[config.mk]
export PLATFORM = sky130hd
export DESIGN_NAME = w_grf_writer
export DESIGN_NICKNAME = d
export VERILOG_FILES = /design/src/rtl/w_grf_writer_pkg.sv /design/src/rtl/w_wb_fifo.sv /design/src/rtl/w_grf_writer.sv
export SDC_FILE = /design/constraint.sdc
export NUM_CORES = 1
export LEC_CHECK = 0
export ABC_CLOCK_PERIOD_IN_PS = 4800
export CORE_ASPECT_RATIO = 0.9
export CORE_UTILIZATION = 50
export CTS_CLUSTER_SIZE = 25
export DETAILED_ROUTE_END_ITERATION = 12
export GPL_TIMING_DRIVEN = 0
export PLACE_DENSITY = 0.77
export SETUP_SLACK_MARGIN = 0.05
export SLEW_MARGIN = 0
export SYNTH_ARGS = -nofsm -noshare
export SYNTH_HDL_FRONTEND = slang
export SYNTH_HIERARCHICAL = 1
export SYNTH_SLANG_ARGS = --single-unit
[constraint.sdc]
create_clock -name clk -period 4.8 [get_ports clk]
set_clock_uncertainty 0.15 [all_clocks]
set_input_delay 0.48 -clock clk [delete_from_list [all_inputs] [get_ports clk]]
set_output_delay 0.48 -clock clk [all_outputs]
set_load 0.02 [all_outputs]
[src/rtl/w_grf_writer_pkg.sv]
// Shared widths and the buffered-result entry layout for the GRF writer.
package w_grf_writer_pkg;
  localparam int WB_DEPTH = 4;
  localparam int WB_PTR_W = 2;
  localparam int WB_A3_W  = 5;
  localparam int WB_D_W   = 32;
  localparam logic [WB_A3_W-1:0] REG_ZERO = 5'd0;

  typedef struct packed {
    logic              live;
    logic [WB_A3_W-1:0] a3;
    logic [WB_D_W-1:0]  wd;
    logic [WB_D_W-1:0]  pc;
  } wb_ent_t;
endpackage

[src/rtl/w_wb_fifo.sv]
// Circular buffer of MDU results with per-entry live bits, kill-by-a3 and two pending matches.
// WB_TRACE_EN adds a warning whenever a live entry is killed.
module w_wb_fifo
  import w_grf_writer_pkg::*;
#(
  parameter int DEPTH = WB_DEPTH,
  parameter int PTR_W = WB_PTR_W
) (
  input  logic               clk,
  input  logic               reset,
  input  logic               push,
  input  logic               push_live,
  input  logic [WB_A3_W-1:0] push_a3,
  input  logic [WB_D_W-1:0]  push_wd,
  input  logic [WB_D_W-1:0]  push_pc,
  input  logic               pop,
  output logic               head_live,
  output logic [WB_A3_W-1:0] head_a3,
  output logic [WB_D_W-1:0]  head_wd,
  output logic [WB_D_W-1:0]  head_pc,
  output logic               full,
  output logic               empty,
  input  logic               kill_en,
  input  logic [WB_A3_W-1:0] kill_a3,
`ifdef WB_TRACE_EN
  input  logic [WB_D_W-1:0]  kill_pc,
`endif
  input  logic [WB_A3_W-1:0] q_a1,
  input  logic [WB_A3_W-1:0] q_a2,
  output logic               pend1,
  output logic               pend2
);
  wb_ent_t          mem [DEPTH];
  logic [PTR_W-1:0] wr_ptr, rd_ptr;
  logic [PTR_W:0]   count;

  assign full      = (count == (PTR_W+1)'(DEPTH));
  assign empty     = (count == '0);
  assign head_live = mem[rd_ptr].live;
  assign head_a3   = mem[rd_ptr].a3;
  assign head_wd   = mem[rd_ptr].wd;
  assign head_pc   = mem[rd_ptr].pc;

  // live is cleared on pop, so live alone marks an occupied, unkilled slot
  always_ff @(posedge clk) begin
    if (reset) begin
      wr_ptr <= '0;
      rd_ptr <= '0;
      count  <= '0;
      for (int i = 0; i < DEPTH; i++) mem[i].live <= 1'b0;
    end else begin
      for (int i = 0; i < DEPTH; i++) begin
        if (pop && rd_ptr == PTR_W'(i)) mem[i].live <= 1'b0;
        else if (kill_en && mem[i].live && mem[i].a3 == kill_a3) begin
          mem[i].live <= 1'b0;
`ifdef WB_TRACE_EN
          $display("WARN WAW kill: $%0d pc %h superseded by pc %h", kill_a3, mem[i].pc, kill_pc);
`endif
        end
        if (push && wr_ptr == PTR_W'(i)) mem[i] <= '{push_live, push_a3, push_wd, push_pc};
      end
      if (push) wr_ptr <= wr_ptr + 1'b1;
      if (pop)  rd_ptr <= rd_ptr + 1'b1;
      count <= count + (PTR_W+1)'(push) - (PTR_W+1)'(pop);
    end
  end

  always_comb begin
    pend1 = 1'b0;
    pend2 = 1'b0;
    for (int i = 0; i < DEPTH; i++) begin
      if (mem[i].live && mem[i].a3 == q_a1) pend1 = 1'b1;
      if (mem[i].live && mem[i].a3 == q_a2) pend2 = 1'b1;
    end
    if (q_a1 == REG_ZERO) pend1 = 1'b0;
    if (q_a2 == REG_ZERO) pend2 = 1'b0;
  end
endmodule

[src/rtl/w_grf_writer.sv]
// GRF write-port driver: W-stage writeback first, then buffered/bypassed MDU results.
// WB_TRACE_EN enables a per-write trace line and WAW-kill warnings.
module w_grf_writer
  import w_grf_writer_pkg::*;
#(
  parameter int DEPTH = WB_DEPTH,
  parameter int PTR_W = WB_PTR_W
) (
  input  logic        clk,
  input  logic        reset,
  input  logic [4:0]  w_a3,
  input  logic [31:0] w_wd,
  input  logic [31:0] w_pc,
  input  logic        mdu_valid,
  output logic        mdu_ready,
  input  logic [4:0]  mdu_a3,
  input  logic [31:0] mdu_wd,
  input  logic [31:0] mdu_pc,
  output logic [4:0]  grf_a3,
  output logic [31:0] grf_wd,
  output logic [31:0] grf_pc,
  input  logic [4:0]  q_a1,
  input  logic [4:0]  q_a2,
  output logic        q_pend1,
  output logic        q_pend2
);
  logic        full, empty, head_live;
  logic [4:0]  head_a3;
  logic [31:0] head_wd, head_pc;
  logic        w_sel, acc, pop, byp, push, push_live;
  logic [4:0]  nxt_a3;
  logic [31:0] nxt_wd, nxt_pc;
  logic        ld;

  assign mdu_ready = !full;
  assign w_sel     = (w_a3 != REG_ZERO);
  assign acc       = mdu_valid && mdu_ready;
  assign pop       = !w_sel && !empty;
  assign byp       = !w_sel && empty && acc && (mdu_a3 != REG_ZERO);
  assign push      = acc && (mdu_a3 != REG_ZERO) && !byp;
  // a push racing a W write to the same register is already stale
  assign push_live = !(w_sel && w_a3 == mdu_a3);

  w_wb_fifo #(.DEPTH(DEPTH), .PTR_W(PTR_W)) u_fifo (
    .clk(clk), .reset(reset),
    .push(push), .push_live(push_live), .push_a3(mdu_a3), .push_wd(mdu_wd), .push_pc(mdu_pc),
    .pop(pop), .head_live(head_live), .head_a3(head_a3), .head_wd(head_wd), .head_pc(head_pc),
    .full(full), .empty(empty),
    .kill_en(w_sel), .kill_a3(w_a3),
`ifdef WB_TRACE_EN
    .kill_pc(w_pc),
`endif
    .q_a1(q_a1), .q_a2(q_a2), .pend1(q_pend1), .pend2(q_pend2)
  );

  always_comb begin
    nxt_a3 = REG_ZERO;
    nxt_wd = w_wd;
    nxt_pc = w_pc;
    ld     = 1'b0;
    if (w_sel) begin
      nxt_a3 = w_a3;
      ld     = 1'b1;
    end else if (!empty) begin
      nxt_a3 = head_live ? head_a3 : REG_ZERO;
      nxt_wd = head_wd;
      nxt_pc = head_pc;
      ld     = 1'b1;
    end else if (byp) begin
      nxt_a3 = mdu_a3;
      nxt_wd = mdu_wd;
      nxt_pc = mdu_pc;
      ld     = 1'b1;
    end
  end

  always_ff @(posedge clk) begin
    if (reset) begin
      grf_a3 <= REG_ZERO;
      grf_wd <= '0;
      grf_pc <= '0;
    end else begin
      grf_a3 <= nxt_a3;
      if (ld) begin
        grf_wd <= nxt_wd;
        grf_pc <= nxt_pc;
      end
    end
  end

`ifdef WB_TRACE_EN
  always_ff @(posedge clk) begin
    if (!reset && grf_a3 != REG_ZERO)
      $display("%d@%h: $%d <= %h", $time, grf_pc, grf_a3, grf_wd);
    if (!reset && push && !push_live)
      $display("WARN WAW kill: $%0d pc %h superseded by pc %h", mdu_a3, mdu_pc, w_pc);
  end
`endif
endmodule

==> flow_metrics.tcl <==
set metrics [dict create \
    wire_per_inst_um 23.5 \
    yosys.area.top_type "edfxtp_1" \
    syn_to_final_growth_pct 25.2 \
    synth_cell_types 43 \
    cp.required_ps 5040 \
    drc 0 \
    routed-wl-met3_um 3360 \
    r2r-start "u_fifo/count[1]" \
    grt_usage 0.246 \
    synth-async-reset-ratio 0 \
    ys_ff_latch 358 \
    die_area_um2 32900 \
    dpl_cell_area_um2 18800 \
    hpwlAfterDp_um 27000 \
    die_w_um 191 \
    synth_top_area_frac 0.523 \
    row_count 61 \
    io_buffers 211 \
    synth-main-ff-cell "edfxtp_1" \
    drtIter0Drc 1025 \
    synth_area_leaders "edfxtp_1 (52%), mux4_2 (9.8%), dfxtp_1 (9.7%)" \
    synth_edf_count 280 \
    clkTransAtPathRegs_ps 60 \
    routed_wl_um 40200 \
    rsz0062_at_grt "no" \
    grt_max_degree 37 \
    place.gp.congestion 0.890 \
    final_util 0.644 \
    reg2reg_depth 12 \
    grt_remaining_overflow 0 \
    min_period_ps 3950 \
    postRouteAntennaNets 0 \
    slew_headroom 0.421 \
    cp_max_fo 10 \
    leakage_nw 6.44 \
    total_power_w 0.00775 \
    syn-instance-count 1014 \
    h-tree-depth 2 \
    setup_viol_count_final 0 \
    layout.nets 1432 \
    cap_violations 0 \
    whs_path_depth 2 \
    rrSetupSlack_ps 850 \
    via_count 10100 \
    drv_slew 0 \
    syn_area_per_cell_um2 15.8 \
    cts_made_buffers 38 \
    die_h_um 172 \
    top_layer "met5" \
    vias_per_cell 5.93 \
    dr_wl_met2_um 19200 \
    clock.fmax_mhz 253 \
    cts-root-buf "clkbuf_16" \
    clockBufferDepth 3 \
    cts_tree "yes" \
    wl_met1_um 16800 \
    finalSetupTns_ps 0 \
    startpoint_type "flop" \
    period_share 0.822 \
    cts_hold_buf 0 \
    max_slew.worst_pin.slew_ps 869 \
    start_util 0.515 \
    syn_area_um2 16100 \
    min_to "grf_pc[27]" \
    crit_path_end_kind "flop" \
    final_layout_size_suffix_gt1_frac 0.238 \
    hold_start "grf_pc[27]" \
    synth_nets 1176 \
    fp.coreArea_um2 31200 \
    hold_class "flop to flop" \
    ir_worst_vdd_v 0.000223 \
    setup.worst_path.class "flop to flop" \
    io_pins 223 \
    holdWs_ps 311 \
    reg2reg_to "u_fifo/count[2]" \
    cts_setup_buffers 0 \
    drtPass1Iterations 5 \
    hold_viol_final 0 \
    cts_sinks 358 \
    grt_pass1_vias 10400 \
    power_density_nw_per_um2 386 \
    startpoint "u_fifo/count[1]" \
    fin_area_um2 20100 \
    ys_warn_count 6 \
    status "finished, final reports clean" \
    cp.arrival_ps 4180 \
    grt_pass1_wl_um 60300 \
    antenna_found_initial 3 \
    clk_latency_ps 520 \
    cts_resized 0 \
    ys_seq_area_frac 0.620 \
]
==> flip-flops by register name (all words and copies together) (netlist names), named ones only <==
name           flops
grf_pc            32
grf_wd            32
u_fifo/count       3
u_fifo/mem       280
u_fifo/wr_ptr      2
u_fifo/rd_ptr      2
grf_a3             5
==> routing by layer <==
metal | up-vias | track usage
li1 | 4494 | -
met1 | 5103 | 0.347
met2 | 484 | 0.402
met3 | 60 | 0.0396
met4 | 2 | 0.0584
met5 | - | 0
==> power breakdown <==
group,total [W],internal (W),switching (W)
clock,0.00301,0.00179,0.00122
combinational,0.00109,0.000454,0.000638
sequential,0.00365,0.00356,0.0000868
==> placed cells by master, fill, tap and decap left out, types with 4 or more instances in the layout <==
master / instances
mux4_2: 70
dfxtp_1: 78
a221oi_1: 26
clkbuf_1: 35
a21oi_2: 30
buf_12: 5
clkinv_1: 6
clkbuf_16: 40
bufinv_16: 4
nor4b_2: 39
buf_6: 28
inv_1: 72
a21oi_1: 42
o21ai_0: 58
xor2_1: 40
a221oi_2: 39
o21ai_1: 9
buf_4: 7
edfxtp_1: 280
nand4_1: 7
nand3_1: 14
nor2_1: 9
nor4b_1: 25
clkinv_2: 8
clkdlybuf4s50_1: 211
buf_2: 22
xnor2_1: 29
ha_1: 10
nor4_1: 10
==> per-stage QoR <==
step           setup slack [ps]  std cells
6_report                    852       1711
5_1_grt                     613       1709
4_1_cts                     811       1709
3_5_place_dp                412       1639
3_3_place_gp              -1670       1634
2_1_floorplan               731       1014
==> worst max-delay path, cell delays in order (launching register included) <==
cell and delay (ps):
dfxtp_1 360, nor3_1 580, buf_1 590, buf_1 640, nor2_1 170, ha_1 330, inv_1 60, ha_1 120
inv_1 50, fa_1 390, xor2_1 160, xnor2_1 170, nor2_1 60
==> worst max path at each step <==
stage                     depth (start not counted)                end  slack [ps]
after floorplan                                  10  u_fifo/mem[0][69]         730
after global placement                           11  u_fifo/mem[3][69]       -1670
after detailed placement                         12  u_fifo/mem[0][69]         410
after CTS                                        12    u_fifo/count[2]         810
after global routing                             12    u_fifo/count[2]         610
final                                            12    u_fifo/count[2]         850
==> kinds of logic (layout without fill, tap and decap cells) <==
kind of cell / after synthesis / count (layout) / share of synthesized area
AOI/OAI and AO/OA: 212 / 212 / 0.105
xor gates and xnor gates: 69 / 69 / 0.0376
adders and majority gates: 11 / 11 / 0.00903
buffers and inverters: 163 / 449 / 0.0545
DFF: 358 / 358 / 0.620
muxes: 72 / 72 / 0.0994
other: 0 / 2 / 0
and+or+nand+nor: 129 / 129 / 0.0743
==> cell usage after synthesis (2+ instances only) <==
cell and n:
buf_2 22, inv_1 72, mux4_2 70, edfxtp_1 280
o21ai_0 58, clkbuf_1 32, ha_1 10, a21oi_1 42
nand3_1 14, and3_1 3, a221oi_1 26, o21ai_1 9
nor2_1 10, and2_1 5, o2bb2ai_1 2, nand2_1 2
nor4_1 10, nor4b_2 39, nand4_1 7, nor4b_1 25
dfxtp_1 78, mux2i_1 2, or4_1 3, xnor2_1 29
a211oi_1 2, a21oi_2 30, buf_4 7, a221oi_2 39
nor2b_1 3, nor3_1 2, o21a_1 2, buf_1 2
xor2_1 40, buf_6 28
==> final cells by class <==
class,count,area [µm²]
clock inverter,24,245
inverter,72,270
tap,409,512
timing repair buffer,216,2210
multi-input combinational,493,5240
clock buffer,46,1050
fill,2273,11100
sequential,358,9970
antenna,2,5.00
buffer,91,606
Power figures use the tool's default switching activity.
